$ cat src/rtl/generador_estado.sv
// Derives the 4-bit estado code from need levels and the sleep flag, with minimum-dwell
// rules in normal mode and a button-stepped walk through every code in test mode.
module generador_estado #(
    parameter int HOLD_CYCLES   = 250000000,
    parameter int DWELL_SECONDS = 2
) (
    input  logic       clk,
    input  logic       reset,
    input  logic       botontest,
    input  logic       botonreset,
    input  logic       passsecond,
    input  logic [2:0] salud,
    input  logic [2:0] alimentacion,
    input  logic [2:0] energia,
    input  logic [2:0] entretenimiento,
    input  logic [2:0] higiene,
    input  logic       dormido,
    output logic [3:0] estado,
    output logic       modotest,
    output logic       cambio
);

    localparam int CW = $clog2(HOLD_CYCLES + 1);
    localparam int DW = (DWELL_SECONDS > 0) ? $clog2(DWELL_SECONDS + 1) : 1;
    localparam logic [CW-1:0] HOLD_MAX  = CW'(HOLD_CYCLES);
    localparam logic [DW-1:0] DWELL_MAX = DW'(DWELL_SECONDS);

    typedef enum logic [3:0] {
        FELIZ      = 4'b0000,
        CANSADO    = 4'b0001,
        DORMIDO    = 4'b0010,
        HAMBRIENTO = 4'b0011,
        ENFERMO    = 4'b0100,
        ABURRIDO   = 4'b0101,
        SUCIO      = 4'b0110,
        CRITICO    = 4'b0111,
        MURIENDO   = 4'b1000,
        NEUTRAL    = 4'b1010
    } estado_t;

    typedef enum logic {
        NORMAL = 1'b0,
        TEST   = 1'b1
    } modo_t;

    estado_t       est_q, est_d, cand, sig;
    modo_t         modo_q, modo_d;
    logic [CW-1:0] cnt_test_q, cnt_test_d, cnt_reset_q, cnt_reset_d;
    logic [DW-1:0] dwell_q, dwell_d;
    logic          armado_q, armado_d;
    logic          prev_test_q, prev_sec_q;
    logic          cambio_q, cambio_d;
    logic          urgente, reset_done, test_done, sec_edge, test_fall;

    // Priority ladder: first matching rule decides the normal-mode candidate.
    always_comb begin
        cand = NEUTRAL;
        if (salud <= 3'd1 || alimentacion <= 3'd1)
            cand = MURIENDO;
        else if (salud <= 3'd2 || alimentacion <= 3'd2 || energia <= 3'd2)
            cand = CRITICO;
        else if (dormido)
            cand = DORMIDO;
        else if (salud <= 3'd4)
            cand = ENFERMO;
        else if (alimentacion <= 3'd4)
            cand = HAMBRIENTO;
        else if (energia <= 3'd4)
            cand = CANSADO;
        else if (higiene <= 3'd4)
            cand = SUCIO;
        else if (entretenimiento <= 3'd4)
            cand = ABURRIDO;
        else if (salud == 3'd7 && alimentacion == 3'd7 && energia == 3'd7 &&
                 entretenimiento == 3'd7 && higiene == 3'd7)
            cand = FELIZ;
    end

    // Test-mode walk skips the unused 1001 code and wraps from neutral back to feliz.
    always_comb begin
        case (est_q)
            MURIENDO: sig = NEUTRAL;
            NEUTRAL:  sig = FELIZ;
            FELIZ, CANSADO, DORMIDO, HAMBRIENTO, ENFERMO, ABURRIDO, SUCIO:
                      sig = estado_t'(est_q + 4'd1);
            CRITICO:  sig = MURIENDO;
            default:  sig = FELIZ;
        endcase
    end

    assign urgente    = (cand == MURIENDO) || (cand == CRITICO);
    assign reset_done = botonreset && (cnt_reset_q == HOLD_MAX);
    assign test_done  = (modo_q == NORMAL) && botontest && (cnt_test_q == HOLD_MAX);
    assign sec_edge   = passsecond && !prev_sec_q;
    assign test_fall  = prev_test_q && !botontest;

    // Reset-hold completion outranks test entry; both outrank stepping and normal updates.
    always_comb begin
        est_d       = est_q;
        modo_d      = modo_q;
        armado_d    = armado_q | ~botontest;
        cnt_reset_d = botonreset ? cnt_reset_q + 1'b1 : '0;
        cnt_test_d  = (modo_q == NORMAL && botontest) ? cnt_test_q + 1'b1 : '0;
        dwell_d     = (sec_edge && dwell_q < DWELL_MAX) ? dwell_q + 1'b1 : dwell_q;
        if (reset_done) begin
            modo_d      = NORMAL;
            est_d       = NEUTRAL;
            dwell_d     = '0;
            cnt_reset_d = '0;
            cnt_test_d  = '0;
        end else if (test_done) begin
            modo_d     = TEST;
            est_d      = FELIZ;
            cnt_test_d = '0;
            armado_d   = 1'b0;
        end else if (modo_q == TEST) begin
            if (test_fall && armado_q)
                est_d = sig;
        end else if (cand != est_q && (urgente || dwell_q >= DWELL_MAX)) begin
            est_d = cand;
        end
        if (est_d != est_q)
            dwell_d = '0;
        cambio_d = (est_d != est_q);
    end

    always_ff @(posedge clk) begin
        if (reset) begin
            est_q       <= NEUTRAL;
            modo_q      <= NORMAL;
            cnt_test_q  <= '0;
            cnt_reset_q <= '0;
            dwell_q     <= '0;
            armado_q    <= 1'b0;
            prev_test_q <= 1'b0;
            prev_sec_q  <= 1'b0;
            cambio_q    <= 1'b0;
        end else begin
            est_q       <= est_d;
            modo_q      <= modo_d;
            cnt_test_q  <= cnt_test_d;
            cnt_reset_q <= cnt_reset_d;
            dwell_q     <= dwell_d;
            armado_q    <= armado_d;
            prev_test_q <= botontest;
            prev_sec_q  <= passsecond;
            cambio_q    <= cambio_d;
        end
    end

    assign estado   = est_q;
    assign modotest = (modo_q == TEST);
    assign cambio   = cambio_q;

endmodule

$ cat config.mk
export PLATFORM = sky130hd
export DESIGN_NAME = generador_estado
export DESIGN_NICKNAME = d
export VERILOG_FILES = /design/src/rtl/generador_estado.sv
export SDC_FILE = /design/constraint.sdc
export NUM_CORES = 1
export LEC_CHECK = 0
export BUFFER_PORTS_ARGS = -buffer_cell sky130_fd_sc_hd__buf_2
export CAP_MARGIN = 15
export CORE_MARGIN = 2
export CORE_UTILIZATION = 33
export CTS_BUF_LIST = sky130_fd_sc_hd__clkbuf_4 sky130_fd_sc_hd__clkbuf_8
export DETAILED_ROUTE_END_ITERATION = 6
export PLACE_DENSITY = 0.48
export SYNTH_ARGS = -nofsm -noshare
export SYNTH_HDL_FRONTEND = slang
export SYNTH_SLANG_ARGS = --single-unit
$ cat constraint.sdc
create_clock -name clk -period 5.5 [get_ports clk]
set_input_delay 0.825 -clock clk [delete_from_list [all_inputs] [get_ports clk]]
set_output_delay 0.825 -clock clk [all_outputs]
set_load 0.01 [all_outputs]
# Word-level counts from Yosys, hierarchy flattened
# Cells that the tools add are included.
[totals]
inputBits = 21
register_bits = 67
elab_cells = 91
output_inout_bits = 6
[op_classes]
n_eq_ne = 19
n_lt_le_gt_ge = 12
reduce_logical = 25
n_mux = 17
add_sub_neg = 4
bitwise_logic = 5
[ops]
columns = ["op", "n"]
rows = [
  ["$add 28x1->28 const B", 2],
  ["$eq 28x28->1 const B", 2],
  ["$mux 4", 14],
  ["$eq 4x3->1 const B", 5],
  ["$eq 3x3->1 const B", 5],
  ["$le 3x3->1 const B", 5],
  ["$logic_and 1x1->1", 12],
  ["$pmux 4 s3", 1],
  ["$le 3x2->1 const B", 3],
  ["$eq 4x2->1 const B", 2],
  ["$eq 4x4->1 const B", 2],
  ["$ne 4x4->1", 2],
  ["$reduce_or 7->1", 1],
  ["$le 3x1->1 const B", 2],
  ["$reduce_or 3->1", 2],
  ["$logic_or 1x1->1", 5],
  ["$add 4x1->4 const B", 1],
  ["$eq 4x1->1 const B", 1],
  ["$logic_not 4->1", 1],
  ["$not 1->1", 4],
  ["$reduce_or 4->1", 1],
  ["$add 2x1->2 const B", 1],
  ["$ge 2x2->1 const B", 1],
  ["$logic_not 1->1", 2],
  ["4 further kinds", 5],
]

# Depth between registers and ports, before layout
[depth]
ltp_word = 24
depth_mapped = 10
ltp_nobuf = 9

# Worst setup path before layout
# OpenSTA, ideal clock, no wires.
[synth_timing]
kind = "input -> register"
from = "input port energia[0]"
to = "register dwell_q[0]"
stages = 7
arrival_time_ns = 2.440
n_path_buf = 0
required_ns = 5.371
path_slack_ns = 2.932
setup_ns = 0.129
path_cell_list = "o21ai_0 -> nor2_1 -> a21boi_0 -> o21ai_0 -> or4b_2 -> a41oi_1 -> nor3_1"
[synth_via]
elab_chain_len = 23
word_cells_on_any_way = 28
cone_classes = "2 x order compare; 5 x eq/ne; 13 x mux; 8 x reduce/logical"
[synth_rtl]
columns = ["item", "line", "text"]
rows = [
  ["from (decl)", "14", "input logic [2:0] energia,"],
  ["$eq 3x3->1", "74", "else if (salud == 3'd7 && alimentacion == 3'd7 && energia == 3'd7 &&"],
  ["$logic_and 1x1->1 (2 in a row)", "74", ""],
  ["$logic_and 1x1->1", "75", "entretenimiento == 3'd7 && higiene == 3'd7)"],
  ["$mux 4", "74", ""],
  ["$mux 4", "72", "else if (entretenimiento <= 3'd4)"],
  ["$mux 4", "70", "else if (higiene <= 3'd4)"],
  ["$mux 4", "68", "else if (energia <= 3'd4)"],
  ["$mux 4", "66", "else if (alimentacion <= 3'd4)"],
  ["(+6 left out)", "--", ""],
  ["$logic_or 1x1->1", "119", "end else if (cand != est_q && (urgente || dwell_q >= DWELL_MAX)) begin"],
  ["$logic_and 1x1->1", "119", ""],
  ["$mux 4 *", "119", ""],
  ["$mux 4 *", "116", "end else if (modo_q == TEST) begin"],
  ["$mux 4 *", "111", "end else if (test_done) begin"],
  ["$mux 4 *", "105", "if (reset_done) begin"],
  ["$ne 4x4->1 *", "122", "if (est_d != est_q)"],
  ["$reduce_or 3->1 (no line) *", "--", ""],
  ["to (signal assigned)", "143", "dwell_q <= dwell_d;"],
  ["to (decl)", "49", "logic [DW-1:0] dwell_q, dwell_d;"],
]
# Mark *: on every way between the ends. The rest lies on a longest branch, timed or not.
# A chain may end at the register's enable or synchronous reset.

# Worst setup path in the final report
[layout_timing]
from = "register est_q[1] (netlist: estado[1])"
to = "register dwell_q[0]"
[layout_via]
elab_chain_len = 9
word_cells_on_any_way = 21
cone_classes = "1 x add/sub; 10 x eq/ne; 6 x mux; 4 x reduce/logical"
[layout_rtl]
columns = ["item", "line", "text"]
rows = [
  ["from (decl)", "46", "estado_t est_q, est_d, cand, sig;"],
  ["from (signal assigned)", "139", "est_q <= est_d;"],
  ["parallel branches: the longest is 7 deep, another holds $add 4x1->4", "--", ""],
  ["$ne 4x4->1 *", "122", ""],
  ["$reduce_or 3->1 (no line) *", "--", ""],
]
# Mark *: on every way between the ends.

==> reports/metrics.cfg <==
[grt]
grt_max_degree = 29
antenna_found_initial = 0
grt_pass1_wl_um = 12800
grt_pass1_vias = 2762
grt_util_all_layers_pct = 13.9
overflow = 0

[sta]
rsz0062_at_grt = false
maxSlewHeadroom_pct = 40.8
fin_crit_ns = 2.65
slew_viol_final = 0
finalSetupTns_ns = 0
clock.fmax_ghz = 0.377
holdWs_ns = 0.484
finalHoldViolations = 0
finalCritPeriodShare_pct = 48.2
fin_skew_ns = 0.00940
setup_violations = 0
tightestPinTransition_ns = 0.886

[worst_setup_path]
r2r-end = dwell_q[0]
crit_required_ns = 5.72
cp_max_fo = 11
crit_arrival_ns = 2.87
reg2reg_slack_ns = 2.85
path_buf_inv = 0
r2r_start = estado[1]
path_cells = ha_1 -> nand2b_1 -> a2111oi_0 -> nor2b_1 -> or4b_2 -> a41oi_1 -> nor3_1
critical-path-top-delay-family = simple AND/OR/NAND/NOR gates
worst_path_max_delay_cell = or4b_2
crit_type = register to register
start_kind = register
critPathMaxStageDelay_ns = 0.61
critPathCaptureType = register
reg2reg_depth = 7

[route]
postRouteAntennaNets = 0
firstDrtPassIters = 4
via_count = 3039
wl_per_cell_um = 12.8
drc_errors = 0
routed_wl_um = 7680
drt-initial-drc-count = 159
vias_per_cell = 5.08

[yosys]
synth_top_family_by_area = simple AND/OR/NAND/NOR gates
synth_area_mm2 = 0.00357
synthSimpleGateAreaFrac_pct = 31.6
synth_compound_area_share_pct = 11.4
synth_seq_cells = 67
muxShareOfSynthArea_pct = 0.595
synth_edf_count = 0
synth_area_per_cell_um2 = 8.29
syn_nets = 461
syn_inst = 431
synth_xor_area_share_pct = 12.7
ys_types = 62
synthFlopType = dfxtp_1
async_flop_share_pct = 0
yosys_warnings = 0
synthAdderAreaFrac_pct = 3.15
yosysSeqAreaShare_pct = 37.5

[power_and_ir_drop]
p_leak_uw = 0.00144
swShare_pct = 24.9
power.density_mw_per_mm2 = 236
pwr-share-clk_pct = 37.9
ir_drop_mv = 0.0818
comb_power_share_pct = 8.7
power.internal_uw = 708
p_switching_uw = 235
seq_power_share_pct = 53.4

[floorplan]
core-area_mm2 = 0.0104
fp.dieH_um = 108
ios = 27
die_x_um = 108
start_util_pct = 34.3
dieArea_mm2 = 0.0117
placementRows = 37

[layout]
nets = 488
num-fill-cells = 1083
diodes = 0
layout_commonest_cell = nor2_1
drive_above_1_share_pct = 11.7
area_delta_synth_final_pct = 11.9
final_cell_mix = nor2_1 (76), dfxtp_1 (67), nand2_1 (35), xor2_1 (31), buf_2 (26)

[run]
drv_cap = 0

[clock_tree]
clockBufferDepth = 2
clock_sinks = 67
htreeDepth = 3
cts_resized = 0
cts_made_buffers = 9
cts_tree = built
clkTransAtPathRegs_ns = 0.07
hold_buffers = 0
insertion_delay_ns = 0.34
clock-root-buffer = clkbuf_8
postCtsSetupRepairBufs = 0

[min_path]
hold_class = register to register
min_to = cnt_test_q[0]
hold_depth = 1
min-delay-start = cnt_test_q[0]

[placed_design]
routabilityCongestion = 0.796
dp_hpwl_um = 5600
io_buffer_count = 26

[status]
outcome = completed

## cell usage after synthesis, types with 3 or more instances
library cell / count / area share (%)
or3_1: 4 / 0.70
a211oi_1: 6 / 1.3
nand2_1: 35 / 3.7
nor3_1: 13 / 1.8
xor2_1: 31 / 7.6
nor2_1: 76 / 8.0
buf_2: 6 / 0.84
o21ai_0: 11 / 1.5
a21oi_1: 8 / 1.1
o21a_1: 4 / 0.84
inv_1: 15 / 1.6
a31oi_1: 3 / 0.53
xnor2_1: 21 / 5.1
nand2b_1: 5 / 0.88
nor4b_1: 3 / 0.74
and2_1: 5 / 0.88
and4_1: 4 / 0.98
nand4_1: 21 / 3.7
nor2b_1: 5 / 0.88
clkbuf_1: 5 / 0.53
nor4_1: 4 / 0.70
and3_1: 8 / 1.4
ha_1: 9 / 3.2
dfxtp_1: 67 / 38
nand3_1: 18 / 2.5
## routing by layer
metal  vias up  track usage, %  part of all wire [%]
met2        52            20.8                    42
met5         -               0                     0
met1      1402            18.6                    50
li1       1570               -                     -
met3        15            3.50                   5.1
met4         0            6.50                   2.4
## metrics by stage
step	instance area, um2	cells	worst slack (ns)	util, %	total power, uW
after floorplan	3570	431	2.93	-	567
after global placement	3830	583	2.60	36.8	596
after detailed placement	3830	583	2.56	36.8	597
after CTS	4000	598	2.79	38.4	960
after global routing	4000	598	2.51	38.4	994
final	4000	598	2.85	38.4	943
## state kept, by name (all words and copies together), names as in the netlist
name and cells:
armado_q 1, cambio 1, cnt_reset_q 28, cnt_test_q 28
dwell_q 2, estado 4, modotest 1, prev_sec_q 1
prev_test_q 1
## how the worst max path moves through the flow
stage                               from              end  slack (ns)  cells past startpoint
final                          estado[1]       dwell_q[0]        2.85                      7
after global placement        energia[0]       dwell_q[0]        2.60                      8
after detailed placement      energia[0]       dwell_q[0]        2.56                      8
after CTS                 cnt_reset_q[0]  cnt_reset_q[11]        2.79                      8
after global routing           estado[0]           cambio        2.51                      9
after floorplan               energia[0]       dwell_q[0]        2.93                      7
## kinds of logic after synthesis
group	count (synthesis)
AO/OA/AOI/OAI	57
multiplexers	2
AND/OR/NAND/NOR	218
XOR/XNOR	52
buffers and inverters	26
adder cells (fa/ha/maj)	9
flip-flops	67
## power by group through the flow
stage / registers, uW / clock network [uW] / logic, uW
floorplan: 510 / 0 / 57.5
global placement: 514 / 0 / 82.2
detailed placement: 514 / 0 / 82.8
CTS: 503 / 374 / 83.2
global route: 504 / 397 / 93.0
finish: 503 / 357 / 82.3
## layout make-up
type | count | area, um2 | area share, %
flip-flops and latches | 67 | 1340 | 33.5
clock inverters | 3 | 15.0 | 0.375
well taps | 136 | 170 | 4.26
inverters | 15 | 56.3 | 1.41
multi-input cells | 338 | 2130 | 53.2
clock buffers | 12 | 153 | 3.82
repair buffers | 27 | 138 | 3.44
(Power assumes the default switching activity.)
